<file path="config.mk">
export PLATFORM = sky130hd
export DESIGN_NAME = sha_round_controller_flat
export DESIGN_NICKNAME = d
export VERILOG_FILES = /design/src/rtl/sha_round_controller_if.sv /design/src/rtl/sha_round_controller.sv /design/src/flat_wrapper.sv
export SDC_FILE = /design/constraint.sdc
export NUM_CORES = 1
export LEC_CHECK = 0
export CORE_MARGIN = 2
export CORE_UTILIZATION = 35
export CTS_CLUSTER_DIAMETER = 100
export DETAILED_ROUTE_END_ITERATION = 6
export MAX_ROUTING_LAYER = met4
export PLACE_DENSITY = 0.73
export SETUP_SLACK_MARGIN = 0.15
export SLEW_MARGIN = 40
export SYNTH_ARGS = -nofsm -noshare
export SYNTH_HDL_FRONTEND = slang
export SYNTH_SLANG_ARGS = --single-unit
</file>
<file path="constraint.sdc">
create_clock -name clk -period 1.5 [get_ports clk]
set_input_delay 0.3 -clock clk [delete_from_list [all_inputs] [get_ports clk]]
set_output_delay 0.3 -clock clk [all_outputs]
set_load 0.01 [all_outputs]
</file>
<file path="src/rtl/sha_round_controller_if.sv">
// Bundle of job-control, counter and datapath strobe signals around the SHA-256 round controller.
// master = controller side, slave = job FSM / hash core / counter side.
interface sha_round_controller_if;
  logic       start;
  logic       abort;
  logic [6:0] cnt_value;
  logic       cnt_complete;
  logic       cnt_enable;
  logic       cnt_restart;
  logic       load_iv;
  logic       load_chain;
  logic       round_en;
  logic       w_sel;
  logic       accum_en;
  logic [1:0] pass_idx;
  logic       busy;
  logic       done;
  logic       sync_err;

  modport master (
    input  start, abort, cnt_value, cnt_complete,
    output cnt_enable, cnt_restart, load_iv, load_chain, round_en, w_sel,
           accum_en, pass_idx, busy, done, sync_err
  );

  modport slave (
    output start, abort, cnt_value, cnt_complete,
    input  cnt_enable, cnt_restart, load_iv, load_chain, round_en, w_sel,
           accum_en, pass_idx, busy, done, sync_err
  );
endinterface

</file>
<file path="src/rtl/sha_round_controller.sv">
// Sequences SHA-256 compression passes (INIT, 64 rounds, ACCUM) and drives the 7-bit round counter.
// Strobes are decoded from the registered state; abort and counter desync override them in the same cycle.
module sha_round_controller #(
  parameter int NUM_PASSES  = 3,
  parameter int STD_IV_PASS = 2
) (
  input  logic                   clk,
  input  logic                   n_rst,
  sha_round_controller_if.master bus
);

  typedef enum logic [2:0] {
    S_IDLE,
    S_INIT,
    S_ROUND,
    S_ACCUM,
    S_DONE
  } state_t;

  localparam logic [1:0] LAST_PASS       = 2'(NUM_PASSES - 1);
  localparam logic [1:0] IV_PASS         = 2'(STD_IV_PASS);
  localparam logic [6:0] LAST_ROUND      = 7'd63;
  localparam logic [6:0] FIRST_EXP_ROUND = 7'd16;

  state_t     state_q;
  logic [1:0] pass_q;
  logic       sync_err_q;

  logic desync;
  logic kill;

  // Counter must be mid-run throughout ROUND and exactly complete in ACCUM.
  assign desync = ((state_q == S_ROUND) &&  bus.cnt_complete) ||
                  ((state_q == S_ACCUM) && !bus.cnt_complete);
  assign kill   = bus.abort | desync;

  always_ff @(posedge clk or negedge n_rst) begin
    if (!n_rst) begin
      state_q    <= S_IDLE;
      pass_q     <= 2'd0;
      sync_err_q <= 1'b0;
    end else if (bus.abort) begin
      state_q <= S_IDLE;
      pass_q  <= 2'd0;
    end else if (desync) begin
      state_q    <= S_IDLE;
      sync_err_q <= 1'b1;
    end else begin
      case (state_q)
        S_IDLE: begin
          if (bus.start) begin
            state_q    <= S_INIT;
            pass_q     <= 2'd0;
            sync_err_q <= 1'b0;
          end
        end
        S_INIT:  state_q <= S_ROUND;
        S_ROUND: begin
          if (bus.cnt_value == LAST_ROUND) begin
            state_q <= S_ACCUM;
          end
        end
        S_ACCUM: begin
          if (pass_q == LAST_PASS) begin
            state_q <= S_DONE;
          end else begin
            pass_q  <= pass_q + 2'd1;
            state_q <= S_INIT;
          end
        end
        S_DONE:  state_q <= S_IDLE;
        default: state_q <= S_IDLE;
      endcase
    end
  end

  logic ctr_en;
  logic ctr_rst;
  logic ld_iv;
  logic ld_chain;
  logic rnd_en;
  logic wsel;
  logic acc_en;
  logic done_p;

  always_comb begin
    ctr_en   = 1'b0;
    ctr_rst  = 1'b0;
    ld_iv    = 1'b0;
    ld_chain = 1'b0;
    rnd_en   = 1'b0;
    wsel     = 1'b0;
    acc_en   = 1'b0;
    done_p   = 1'b0;
    if (kill) begin
      ctr_rst = 1'b1;
    end else begin
      case (state_q)
        S_INIT: begin
          ctr_rst  = 1'b1;
          ld_iv    = (pass_q == 2'd0) || (pass_q == IV_PASS);
          ld_chain = !((pass_q == 2'd0) || (pass_q == IV_PASS));
        end
        S_ROUND: begin
          rnd_en = 1'b1;
          ctr_en = 1'b1;
          wsel   = (bus.cnt_value >= FIRST_EXP_ROUND);
        end
        S_ACCUM: acc_en = 1'b1;
        S_DONE:  done_p = 1'b1;
        default: ;
      endcase
    end
  end

  assign bus.cnt_enable  = ctr_en;
  assign bus.cnt_restart = ctr_rst;
  assign bus.load_iv     = ld_iv;
  assign bus.load_chain  = ld_chain;
  assign bus.round_en    = rnd_en;
  assign bus.w_sel       = wsel;
  assign bus.accum_en    = acc_en;
  assign bus.done        = done_p;
  assign bus.busy        = (state_q != S_IDLE);
  assign bus.pass_idx    = pass_q;
  assign bus.sync_err    = sync_err_q;

endmodule

</file>
<file path="src/flat_wrapper.sv">
// flat-port wrapper written by rule: the top's interface ports become plain ports
module sha_round_controller_flat 
#(
  parameter int NUM_PASSES  = 3,
  parameter int STD_IV_PASS = 2
)
  (clk, n_rst, bus_start, bus_abort, bus_cnt_value, bus_cnt_complete, bus_cnt_enable, bus_cnt_restart, bus_load_iv, bus_load_chain, bus_round_en, bus_w_sel, bus_accum_en, bus_pass_idx, bus_busy, bus_done, bus_sync_err);
  sha_round_controller_if bus_i ();
  input  logic clk;
  input  logic n_rst;
  input wire logic [$bits(bus_i.start)-1:0] bus_start;
  input wire logic [$bits(bus_i.abort)-1:0] bus_abort;
  input wire logic [$bits(bus_i.cnt_value)-1:0] bus_cnt_value;
  input wire logic [$bits(bus_i.cnt_complete)-1:0] bus_cnt_complete;
  output wire logic [$bits(bus_i.cnt_enable)-1:0] bus_cnt_enable;
  output wire logic [$bits(bus_i.cnt_restart)-1:0] bus_cnt_restart;
  output wire logic [$bits(bus_i.load_iv)-1:0] bus_load_iv;
  output wire logic [$bits(bus_i.load_chain)-1:0] bus_load_chain;
  output wire logic [$bits(bus_i.round_en)-1:0] bus_round_en;
  output wire logic [$bits(bus_i.w_sel)-1:0] bus_w_sel;
  output wire logic [$bits(bus_i.accum_en)-1:0] bus_accum_en;
  output wire logic [$bits(bus_i.pass_idx)-1:0] bus_pass_idx;
  output wire logic [$bits(bus_i.busy)-1:0] bus_busy;
  output wire logic [$bits(bus_i.done)-1:0] bus_done;
  output wire logic [$bits(bus_i.sync_err)-1:0] bus_sync_err;
  assign bus_i.start = bus_start;
  assign bus_i.abort = bus_abort;
  assign bus_i.cnt_value = bus_cnt_value;
  assign bus_i.cnt_complete = bus_cnt_complete;
  assign bus_cnt_enable = bus_i.cnt_enable;
  assign bus_cnt_restart = bus_i.cnt_restart;
  assign bus_load_iv = bus_i.load_iv;
  assign bus_load_chain = bus_i.load_chain;
  assign bus_round_en = bus_i.round_en;
  assign bus_w_sel = bus_i.w_sel;
  assign bus_accum_en = bus_i.accum_en;
  assign bus_pass_idx = bus_i.pass_idx;
  assign bus_busy = bus_i.busy;
  assign bus_done = bus_i.done;
  assign bus_sync_err = bus_i.sync_err;
  sha_round_controller #(.NUM_PASSES(NUM_PASSES), .STD_IV_PASS(STD_IV_PASS)) u_core (.clk(clk), .n_rst(n_rst), .bus(bus_i));
endmodule
</file>
==> flow_summary.rst <==
.. list-table::
   :header-rows: 1

   * - Metric
     - Value
   * - Result of the run
     - finished with violations
   * - Failing checks
     - negative setup slack
   * - Number of nets at the end of the flow
     - 130
   * - Delay-heaviest family, CP
     - buffers and inverters
   * - Register clock-pin slew on the reported worst setup and hold paths
     - 0.05 ns
   * - I/O pin count
     - 24
   * - Critical path fanouts, max
     - 6
   * - Most common cell after layout, fill and taps aside
     - sky130_fd_sc_hd__buf_4
   * - Via count
     - 726
   * - Detail-routed via count per cell
     - 5.58
   * - Maximum ir drop on the vdd rail
     - 0.573 mV
   * - Type of element capturing the critical path
     - output port
   * - Final Skew
     - 0.00732 ns
   * - Slew at the pin with the worst max-slew slack
     - 0.312 ns
   * - Total global routing overflow
     - 0
   * - First-pass GRT wire length
     - 3290 um
   * - Initial DRC Count
     - 21
   * - Final-report max-slew violation count
     - 0
   * - RSZ-0062 raised after global routing
     - yes
   * - Total die area
     - 1760 um2
   * - CTS tree
     - done
   * - Power density over cell area
     - 627 nW/um2
   * - Critical Path Max Stage Delay
     - 0.40 ns
   * - FF-to-FF setup slack
     - -0.23 ns
   * - Rel. slew slack
     - 79.0%
   * - Number of H-tree branching levels
     - 1
   * - Cell at the root of the clock tree
     - sky130_fd_sc_hd__clkbuf_4
   * - Pre-Repair DR Iteration Count
     - 4
   * - Startpoint type of the worst setup path
     - register
   * - Mean instance size in the synthesized netlist
     - 8.40 um2
   * - Number of design rule violations left after detail routing
     - 0
   * - Min cycle time layout
     - 1.80 ns
   * - Die Y
     - 42.0 um
   * - Placer congestion estimate
     - 0.866
   * - Width of the die
     - 42.0 um
   * - Final hold vios
     - 0
   * - Clk buf depth
     - 2
   * - Synth unique cells
     - 33
   * - Final count of negative-setup-slack endpoints
     - 12
   * - Number of synthesized register bits
     - 6
   * - Count of buffers from port buffering
     - 23
   * - Clock insertion delay at the later pin of the skew report
     - 0.25 ns
   * - Placeable Area
     - 1320 um2
   * - Post-synthesis instance area
     - 504 um2
   * - Post-detailed-placement cell area
     - 900 um2
   * - Via count of the first global-routing pass
     - 742
   * - Total Routing Usage GR
     - 25.5%
   * - Finished Core Util
     - 83.0%
   * - Layout-stage area growth over the synthesis result
     - 117%
   * - Worst setup path class
     - register to output port
   * - Post-Synthesis Cells
     - 60
   * - Number of buffers added by the clock tree synthesis step
     - 3
   * - Sinks on the clock net
     - 6
   * - Sequential fraction of the synthesis area
     - 29.8%
   * - Highest-delay cell along the critical path
     - sky130_fd_sc_hd__dfrtp_1
   * - Hold_ws
     - 0.291 ns
   * - Post-route setup slack
     - -0.300 ns
   * - Max-Cap Viols
     - 0
   * - Number of antenna violations at the first check in global routing
     - 1
   * - Number of cells after detailed placement
     - 116
   * - Post-route cell area
     - 1090 um2
   * - Largest net degree at the start of global routing
     - 10
   * - Yosys warning count
     - 0
   * - Number of standard cells in the final layout excluding fillers
     - 130
   * - Antenna viol nets, final
     - 0
   * - Final period util
     - 120%
   * - Static Leakage
     - 0.518 nW
   * - Worst-path cell chain
     - buf_4 > nor3b_4 > and3_1 > clkdlybuf4s15_2
   * - Data arrival time of the critical path
     - 1.50 ns
   * - Peak Freq
     - 555 MHz
   * - Most frequent cells in the layout
     - sky130_fd_sc_hd__buf_4, sky130_fd_sc_hd__buf_6, sky130_fd_sc_hd__clkdlybuf4s50_1, sky130_fd_sc_hd__buf_2, sky130_fd_sc_hd__dfrtp_1
   * - Synthesized netlist net count
     - 74
   * - Floorplan row count
     - 13
   * - WP data required
     - 1.20 ns
   * - Share of cells above drive strength 1
     - 57.0%
   * - Effective utilization at floorplan
     - 38.3%
   * - Number of buffers and inverters on the critical path
     - 2
   * - Routed WL
     - 2220 um
   * - DPL Wire Length
     - 1260 um
   * - Class of the worst hold path
     - input pin to asynchronous set/reset pin
   * - Post-DR wirelength/cell
     - 17.1 um
==> where the power goes <==
part           leakage [nW]  internal (W)  switching, W
registers            0.0804      0.000174     0.0000144
logic                 0.424      0.000190      0.000148
clock network        0.0138     0.0000912     0.0000685
==> layout make-up <==
type	instances	area [um2]
Clock buffer	3	22.5
Timing Repair Buffer	56	478
Tap cell	15	18.8
Fill cell	83	224
Multi-Input combinational cell	43	398
Sequential cell	6	151
Inverter	6	22.5
Antenna cell	1	2.50
==> Yosys cell counts, drive strengths merged <==
cell type | count | area (um2)
dfrtp | 6 | 150
inv | 6 | 22.5
nor2 | 5 | 18.8
buf | 4 | 28.8
nand3 | 4 | 20.0
nor3 | 4 | 25.0
a31oi | 2 | 12.5
and3 | 2 | 12.5
ha | 2 | 25.0
nand2b | 2 | 12.5
nand4 | 2 | 12.5
nor4 | 2 | 12.5
or3b | 2 | 17.5
a21oi | 1 | 5.00
a311oi | 1 | 8.76
and4 | 1 | 8.76
clkbuf | 1 | 3.75
nand2 | 1 | 3.75
nand3b | 1 | 7.51
nand4b | 1 | 8.76
nand4bb | 1 | 11.3
nor3b | 1 | 7.51
o211ai | 1 | 7.51
o22a | 1 | 8.76
o22ai | 1 | 6.26
o31a | 1 | 8.76
o31ai | 1 | 7.51
or4 | 1 | 7.51
or4b | 1 | 13.8
xor2 | 1 | 8.76
==> cells by family (layout without fill, tap and decap cells) <==
| family | Yosys count | in the layout | share of synthesized area, % |
|---|---|---|---|
| AOI/OAI and AO/OA | 9 | 9 | 12.9 |
| xor gates and xnor gates | 1 | 1 | 1.74 |
| adders and majority gates | 2 | 2 | 4.96 |
| buffers and inverters | 11 | 65 | 10.9 |
| DFF | 6 | 6 | 29.8 |
| other | 0 | 1 | 0 |
| and+or+nand+nor | 31 | 31 | 39.7 |
==> state kept, by name, indices dropped and copies added, names as in the netlist <==
signal,count
u_core.state_q,3
u_core.bus.sync_err,1
u_core.bus.pass_idx,2
==> metrics by stage <==
stage | total power, W | setup WS [ns] | setup TNS [ns]
final | 0.000686 | -0.300 | -2.02
after global placement | 0.000421 | -0.745 | -6.28
after floorplan | 0.000286 | -0.133 | -0.241
after global routing | 0.000719 | -0.326 | -2.59
after CTS | 0.000621 | -0.298 | -1.54
after detailed placement | 0.000424 | -0.736 | -6.34
==> what timing repair did <==
| item | in CTS | in global routing |
|---|---|---|
| buffers inserted | 7 | 3 |
| pin swaps | 13 | 3 |
| hold buffers | 0 | 0 |
| resized for setup | 62 | 15 |
| endpoints found under the setup margin | 16 | 16 |
==> path summary, 6_finish.rpt <==
kind	cells past startpoint	to	start
min in group clk	1	u_core.bus.sync_err	u_core.bus.sync_err
max reg2reg	6	u_core.bus.pass_idx[0]	u_core.state_q[2]
max in group asynchronous	1	u_core.state_q[0]	n_rst
min	1	u_core.state_q[0]	n_rst
min reg2reg	1	u_core.bus.sync_err	u_core.bus.sync_err
max	4	bus_accum_en	u_core.state_q[2]
==> per-layer routing <==
metal	vias up	part of all wire [%]	global-route usage (%)
li1	334	-	-
met1	333	37	28.0
met2	47	51	39.7
met3	12	6.9	7.83
met4	0	5.3	16.1
met5	-	0	-
Power figures use the tool's default switching activity.
